--- src/rtl/mem_port_arbiter_if.sv ---
// rtl/mem_port_arbiter_if.sv - request/grant bundle shared by the arbiter, requesters and memory
interface mem_port_arbiter_if;
  logic req1;
  logic req2;
  logic memReady;
  logic sel1;
  logic sel2;
  logic gnt1;
  logic gnt2;
  logic memReq;
  logic busy;
  logic timeoutErr;

  modport master (
    input  req1, req2, memReady,
    output sel1, sel2, gnt1, gnt2, memReq, busy, timeoutErr
  );

  modport slave (
    output req1, req2, memReady,
    input  sel1, sel2, gnt1, gnt2, memReq, busy, timeoutErr
  );
endinterface

--- src/rtl/mem_port_arbiter.sv ---
// rtl/mem_port_arbiter.sv - two-requester round-robin arbiter for one shared memory port
// A grant holds until memReady or the watchdog fires; every grant is followed by one idle cycle.
module mem_port_arbiter #(
  parameter int TIMEOUT = 16,
  parameter int CNT_W   = 5
) (
  input  logic               clk,
  input  logic               rst,
  mem_port_arbiter_if.master bus
);

  typedef enum logic [1:0] {
    IDLE   = 2'd0,
    SERVE1 = 2'd1,
    SERVE2 = 2'd2
  } state_e;

  localparam bit               WDOG_EN  = (TIMEOUT > 0);
  localparam logic [CNT_W-1:0] CNT_LAST = WDOG_EN ? CNT_W'(TIMEOUT - 1) : '1;

  state_e           state_q, state_d;
  logic [CNT_W-1:0] cnt_q, cnt_d;
  logic             last2_q, last2_d;
  logic             terr_q, terr_d;
  logic             sel1_q, sel2_q, memreq_q, busy_q;
  logic             timeout_hit;

  always_comb begin
    state_d     = state_q;
    cnt_d       = '0;
    last2_d     = last2_q;
    terr_d      = 1'b0;
    timeout_hit = WDOG_EN && (cnt_q == CNT_LAST) && !bus.memReady;

    unique case (state_q)
      IDLE: begin
        // last2_q set means requester 2 won last time, so requester 1 takes a tie
        if (bus.req1 && (!bus.req2 || last2_q)) begin
          state_d = SERVE1;
          last2_d = 1'b0;
        end else if (bus.req2) begin
          state_d = SERVE2;
          last2_d = 1'b1;
        end
      end
      SERVE1, SERVE2: begin
        if (bus.memReady) begin
          state_d = IDLE;
        end else if (timeout_hit) begin
          state_d = IDLE;
          terr_d  = 1'b1;
        end else begin
          cnt_d = (cnt_q == '1) ? cnt_q : cnt_q + 1'b1;
        end
      end
      default: state_d = IDLE;
    endcase
  end

  always_ff @(posedge clk) begin
    if (rst) begin
      state_q  <= IDLE;
      cnt_q    <= '0;
      last2_q  <= 1'b1;
      terr_q   <= 1'b0;
      sel1_q   <= 1'b0;
      sel2_q   <= 1'b0;
      memreq_q <= 1'b0;
      busy_q   <= 1'b0;
    end else begin
      state_q  <= state_d;
      cnt_q    <= cnt_d;
      last2_q  <= last2_d;
      terr_q   <= terr_d;
      sel1_q   <= (state_d == SERVE1);
      sel2_q   <= (state_d == SERVE2);
      memreq_q <= (state_d != IDLE);
      busy_q   <= (state_d != IDLE);
    end
  end

  assign bus.sel1       = sel1_q;
  assign bus.gnt1       = sel1_q;
  assign bus.sel2       = sel2_q;
  assign bus.gnt2       = sel2_q;
  assign bus.memReq     = memreq_q;
  assign bus.busy       = busy_q;
  assign bus.timeoutErr = terr_q;

endmodule

--- src/flat_wrapper.sv ---
// flat-port wrapper written by rule: the top's interface ports become plain ports
module mem_port_arbiter_flat 
#(
  parameter int TIMEOUT = 16,
  parameter int CNT_W   = 5
)
  (clk, rst, bus_req1, bus_req2, bus_memReady, bus_sel1, bus_sel2, bus_gnt1, bus_gnt2, bus_memReq, bus_busy, bus_timeoutErr);
  mem_port_arbiter_if bus_i ();
  input  logic clk;
  input  logic rst;
  input wire logic [$bits(bus_i.req1)-1:0] bus_req1;
  input wire logic [$bits(bus_i.req2)-1:0] bus_req2;
  input wire logic [$bits(bus_i.memReady)-1:0] bus_memReady;
  output wire logic [$bits(bus_i.sel1)-1:0] bus_sel1;
  output wire logic [$bits(bus_i.sel2)-1:0] bus_sel2;
  output wire logic [$bits(bus_i.gnt1)-1:0] bus_gnt1;
  output wire logic [$bits(bus_i.gnt2)-1:0] bus_gnt2;
  output wire logic [$bits(bus_i.memReq)-1:0] bus_memReq;
  output wire logic [$bits(bus_i.busy)-1:0] bus_busy;
  output wire logic [$bits(bus_i.timeoutErr)-1:0] bus_timeoutErr;
  assign bus_i.req1 = bus_req1;
  assign bus_i.req2 = bus_req2;
  assign bus_i.memReady = bus_memReady;
  assign bus_sel1 = bus_i.sel1;
  assign bus_sel2 = bus_i.sel2;
  assign bus_gnt1 = bus_i.gnt1;
  assign bus_gnt2 = bus_i.gnt2;
  assign bus_memReq = bus_i.memReq;
  assign bus_busy = bus_i.busy;
  assign bus_timeoutErr = bus_i.timeoutErr;
  mem_port_arbiter #(.TIMEOUT(TIMEOUT), .CNT_W(CNT_W)) u_core (.clk(clk), .rst(rst), .bus(bus_i));
endmodule
--- config.mk ---
export PLATFORM = sky130hd
export DESIGN_NAME = mem_port_arbiter_flat
export DESIGN_NICKNAME = d
export VERILOG_FILES = /design/src/rtl/mem_port_arbiter_if.sv /design/src/rtl/mem_port_arbiter.sv /design/src/flat_wrapper.sv
export SDC_FILE = /design/constraint.sdc
export NUM_CORES = 1
export LEC_CHECK = 0
export ABC_AREA = 1
export BUFFER_PORTS_ARGS = -buffer_cell sky130_fd_sc_hd__buf_2
export CAP_MARGIN = 30
export CORE_AREA = 2 2 39 41
export DETAILED_ROUTE_END_ITERATION = 10
export DIE_AREA = 0 0 41 43
export GPL_ROUTABILITY_DRIVEN = 0
export PLACE_DENSITY = 0.61
export RECOVER_POWER = 25
export SYNTH_ARGS = -nofsm -noshare
export SYNTH_HDL_FRONTEND = slang
export SYNTH_SLANG_ARGS = --single-unit
--- constraint.sdc ---
create_clock -name clk -period 3 [get_ports clk]
set_clock_uncertainty 0.15 [all_clocks]
set_input_delay 0.45 -clock clk [delete_from_list [all_inputs] [get_ports clk]]
set_output_delay 0.45 -clock clk [all_outputs]
set_load 0.01 [all_outputs]
==> summary.txt, run 1 <==
Global-route wire length before repair: 1420 um
Largest net degree at the start of global routing: 8
Initial antenna violation count: 0
Multi-input gate area: 268 um^2
Synthesized flop and latch total: 12
Hold path start: rst
RR Endpoint: u_core.cnt_q[3]
Run status: complete, no violations
Startpoint types: flop
Count of input and output buffers: 11
Drt drc: 0
Mapped Cells: 71
# IOs: 12
Design Power: 0.000351 W
Endpoints failing setup: 0
Via count: 440
Worst Max-Slew Pin Slew: 0.209 ns
Worst reg2reg startpoint: u_core.cnt_q[0]
Hold path endpoint: u_core.last2_q
CTS max path bufs: 2
Share of cells above drive strength 1: 0.241
Total number of yosys warnings: 0
Crit. Startpoint: u_core.cnt_q[0]
Worst Setup Path Type: flop to flop
CP delay by family, top: adder cells
Most common cell after layout, fill and taps aside: nand2_1
Reg clk slew, reported paths: 0.07 ns
Mapped Area: 568 um^2
Commonest cells after routing, fill and taps aside: 16 x nand2_1, 12 x dfxtp_1, 10 x inv_1
Die Area: 0.00176 mm^2
CTS root buf: clkbuf_4
Reg2reg path depth: 7
Normalized max-slew margin: 0.860
Worst Path Max Fanout: 5
Worst VDD drop: 217 uV
Worst Path Buf+Inv: 1
# rows: 14
Critical Path End Type: flop
Die W: 41 um
Hold path depth: 3
WP depth: 7
Core Footprint: 0.00138 mm^2
Routed WL: 861 um
Pins over their slew limit: 0
GR Overflow Total: 0
Reg-to-reg setup timing slack: 1.33 ns
Hold buffers post-CTS: 0
P&R area growth vs syn: 15.0%
Final period util: 0.556
Via density: 4.44
Fmax: 0.600 GHz
Worst Path Required: 3.01 ns
Register Area: 240 um^2
Avg Inst Size Synth: 8.00 um^2
Lkg Pwr: 0.347 nW
CP Data Arrival Time: 1.68 ns
Antenna Nets Post-Route: 0
DRT iter0 DRCs: 3
DR WL/cell: 8.70 um
Synth cell types: 14
Max incr delay on CP: 0.34 ns
Post-CTS Setup Inserts: 0
Pwr per Cell Area: 538 mW/mm^2
Final nets: 94
RSZ-0062 raised after global routing: false
Filler Cells Inserted: 145
Seq/Total Area, Yosys: 0.423
Hold Path Class: input port to flop
Initial core utilization: 0.410
Post-CTS resize count: 0
Tot GR Track Use: 0.122
Final hold viol count: 0
CP Cell Sequence: ha_1 > and3_1 > ha_1 > inv_1 > nand4_1 > xor2_1 > nor2_1
TritonCTS Buffers: 3
CTS Sinks: 12
DP HPWL: 715 um
Setup Total Neg Slack: 0 ns
Ant diodes: 0
CP max-delay cell: dfxtp_1
Most used cell, CP: ha_1
H-tree depth: 1
CTS tree: built
Drt first pass iters: 3
Die Ht: 43 um
Clock latency on the worst-skew pair: 0.27 ns
Max-Cap Viols: 0
Synthesized Nets: 81
Number of global-route vias before repair: 431
Crit path time final: 1.67 ns
## registers in the layout, summed over array words and instances (netlist names)
register / count
u_core.bus.gnt1: 1
u_core.state_q: 2
u_core.bus.timeoutErr: 1
u_core.cnt_q: 5
u_core.last2_q: 1
u_core.bus.gnt2: 1
u_core.bus.memReq: 1
## per-layer routing
metal | vias up | part of all wire | routed length [um] | track usage
met4 | 0 | 0.014 | 12 | 0.120
met3 | 2 | 0.036 | 31 | 0.0314
met5 | - | 0 | 0 | 0
met1 | 195 | 0.43 | 370 | 0.104
met2 | 6 | 0.52 | 447 | 0.203
li1 | 237 | - | - | -
## stage by stage
stage / std cells / cell area, um^2 / worst slack (ns) / hold slack (ns) / util
4_1_cts: 99 / 657 / 1.34 / 0.272 / 0.475
5_1_grt: 99 / 653 / 1.20 / 0.287 / 0.472
2_1_floorplan: 71 / 568 / 1.46 / 0.291 / -
3_5_place_dp: 95 / 621 / 1.35 / 0.331 / 0.448
6_report: 99 / 653 / 1.33 / 0.280 / 0.472
3_3_place_gp: 95 / 621 / 1.42 / 0.308 / 0.448
## worst register-to-register path, stage by stage (launching register included)
cell and delay [ns]:
dfxtp_1 0.34, ha_1 0.21, and3_1 0.20, ha_1 0.25
inv_1 0.12, nand4_1 0.10, xor2_1 0.15, nor2_1 0.05
## power breakdown
| part | internal (W) | switching [W] |
|---|---|---|
| logic | 0.0000202 | 0.0000315 |
| registers | 0.000169 | 0.00000556 |
| clock network | 0.0000737 | 0.0000513 |
## cell families (layout without fill, tap and decap cells)
logic type | count (synthesis) | in the layout | synth area share
and+or+nand+nor | 36 | 36 | 0.297
buffers and inverters | 13 | 25 | 0.106
DFF | 12 | 12 | 0.423
adders and majority gates | 5 | 5 | 0.110
xor gates and xnor gates | 3 | 3 | 0.0463
AOI/OAI and AO/OA | 2 | 2 | 0.0176
## Yosys cell counts, drive strengths merged
cell type | instances | area [um^2]
nand3 | 3 | 15.0
dfxtp | 12 | 240
and3 | 1 | 6.26
ha | 5 | 62.6
buf | 3 | 22.5
inv | 10 | 37.5
xor2 | 3 | 26.3
a21oi | 2 | 10.0
nor2 | 10 | 50.1
nand4 | 1 | 6.26
nand2 | 21 | 91.3
## how the worst max path moves through the flow
stage | to
floorplan | u_core.cnt_q[3]
global route | u_core.cnt_q[3]
global placement | u_core.cnt_q[3]
finish | u_core.cnt_q[3]
CTS | u_core.cnt_q[3]
detailed placement | u_core.cnt_q[3]
## layout make-up
type                            count  area share
Multi-Input combinational cell     46       0.410
Sequential cell                    12       0.368
Timing Repair Buffer               11      0.0785
Inverter                           10      0.0575
Clock buffer                        4      0.0556
Tap cell                           16      0.0307
Power figures use the tool's default switching activity.
==> run 2, diff against run 1 <==
==> constraint.sdc (replaced) <==
create_clock -name clk -period 1.65 [get_ports clk]
set_clock_uncertainty 0.15 [all_clocks]
set_input_delay 0.2475 -clock clk [delete_from_list [all_inputs] [get_ports clk]]
set_output_delay 0.2475 -clock clk [all_outputs]
set_load 0.01 [all_outputs]
==> summary.txt, run 2 (synthesis gave the netlist of run 1 again) <==
Routed WL: 851 um (-1.2%)
Share of cells above drive strength 1: 0.306 (+0.0649)
Worst Max-Slew Pin Slew: 0.215 ns (+0.00593 ns)
Filler Cells Inserted: 147 (+1.4%)
Die W: 41 um (unchanged)
Final nets: 96 (+2.1%)
Crit path capture: u_core.cnt_q[3]
TritonCTS Buffers: 3 (unchanged)
Commonest cells after routing, fill and taps aside: 16 x nand2_1, 11 x dfxtp_1, 10 x inv_1
Largest net degree at the start of global routing: 8 (unchanged)
Global-route wire length before repair: 1390 um (-2.0%)
Max-Cap Viols: 0 (unchanged)
Final hold slack: 0.0713 ns (-0.209 ns)
CP max-delay cell: dfxtp_2
DR WL/cell: 8.43 um (-3.1%)
Max incr delay on CP: 0.34 ns (about the same)
Worst Setup Path Type: flop to flop
Hold Path Class: input port to flop
Tot GR Track Use: 0.123 (+0.00138)
Drt first pass iters: 2 (-1)
Run status: complete, no violations
H-tree depth: 1 (unchanged)
Crit path time final: 1.55 ns (-0.119 ns)
Critical Path End Type: flop
Startpoint types: flop
Fin area: 679 um^2 (+4.0%)
Max reg flops: 5 (unchanged)
Die Area: 0.00176 mm^2 (unchanged)
Most common cell after layout, fill and taps aside: nand2_1
CTS max path bufs: 2 (unchanged)
CTS root buf: clkbuf_4
P&R area growth vs syn: 19.6%
Pwr per Cell Area: 948 mW/mm^2 (+76%)
Fmax: 0.646 GHz (+7.7%)
Core Footprint: 0.00138 mm^2 (unchanged)
Initial core utilization: 0.410 (unchanged)
Via count: 447 (+1.6%)
Placed cell area: 628 um^2 (+1.2%)
Endpoints failing setup: 0 (unchanged)
Count of input and output buffers: 11 (unchanged)
Reg-to-reg setup timing slack: 0.10 ns (-1.23 ns)
Worst Path Required: 1.67 ns (-1.34 ns)
Number of global-route vias before repair: 397 (-7.9%)
DRT iter0 DRCs: 2 (-1)
Via density: 4.43 (-0.42%)
Final hold viol count: 0 (unchanged)
Pins over their slew limit: 0 (unchanged)
Clock latency on the worst-skew pair: 0.27 ns (about the same)
DP HPWL: 661 um (-7.6%)
Drt drc: 0 (unchanged)
RSZ-0062 raised after global routing: false
CP Data Arrival Time: 1.56 ns (-0.12 ns)
Reg clk slew, reported paths: 0.08 ns (about the same)
RR Endpoint: u_core.cnt_q[3]
Reg2reg path depth: 7 (unchanged)
Setup Total Neg Slack: 0 ns (unchanged)
# IOs: 12 (unchanged)
Post-Route Utilization: 0.491 (+0.0190)
Lkg Pwr: 0.350 nW (+0.79%)
Biggest register: u_core.cnt_q
Final period util: 0.938 (+0.382)
Worst VDD drop: 395 uV (+82%)
Initial antenna violation count: 0 (unchanged)
Worst Path Max Fanout: 3 (-2)
# rows: 14 (unchanged)
CP Cell Sequence: ha_1 > and3_4 > ha_2 > inv_1 > nand4_1 > xor2_1 > nor2_1
Hold buffers post-CTS: 0 (unchanged)
Die Ht: 43 um (unchanged)
Ant diodes: 0 (unchanged)
GR Overflow Total: 0 (unchanged)
CTS Sinks: 12 (unchanged)
Normalized max-slew margin: 0.856 (-0.00396)
Crit. Startpoint: u_core.cnt_q[0]
CTS tree: built
Top Registers: u_core.cnt_q x5, u_core.state_q x2
Worst reg2reg startpoint: u_core.cnt_q[0]
Antenna Nets Post-Route: 0 (unchanged)
==> run 2: routing by layer <==
| layer | share of wire | track usage |
|---|---|---|
| met1 | 0.43 | 0.122 |
| met2 | 0.48 | 0.191 |
| met3 | 0.046 | 0.0314 |
| met4 | 0.040 | 0.120 |
| met5 | 0 | 0 |
==> run 2: timing repair <==
| action | 4_1_cts | 5_1_grt |
|---|---|---|
| buffers inserted | 0 | 1 |
| endpoints found under the setup margin | 0 | 10 |
| gates resized for setup | 0 | 4 |
==> run 2: worst max-delay path: cells and delay by family (launching register included) <==
family	cells	cell delay, ns
and+or+nand+nor	3	0.33
DFF	1	0.34
xor gates and xnor gates	1	0.18
buffers and inverters	1	0.08
adders and majority gates	2	0.37
==> run 2: power breakdown <==
group          switching [W]  internal, W
combinational      0.0000577    0.0000373
sequential         0.0000102     0.000308
clock              0.0000970     0.000134
total               0.000165     0.000479
==> run 2: worst min path at each step <==
stage | startpoint | to | depth (start not counted)
global placement | u_core.last2_q | u_core.last2_q | 2
global route | rst | u_core.last2_q | 3
CTS | rst | u_core.last2_q | 3
finish | rst | u_core.last2_q | 3
detailed placement | u_core.last2_q | u_core.last2_q | 2
floorplan | rst | u_core.last2_q | 2
==> run 2: metrics by stage <==
step	setup WS (ns)	power, W	cells
detailed placement	0.0510	0.000422	96
floorplan	0.109	0.000401	71
global route	0.00959	0.000685	101
global placement	0.0766	0.000420	96
finish	0.102	0.000644	101
CTS	0.0313	0.000658	100
==> run 2: cell type report <==
cell class,instances,area (um^2),share of cell area
clock buffer,4,36.3,0.0534
inverter,10,37.5,0.0552
sequential,12,241,0.355
multi-input combinational,46,278,0.409
tap,16,20.0,0.0295
timing repair buffer,13,66.3,0.0976
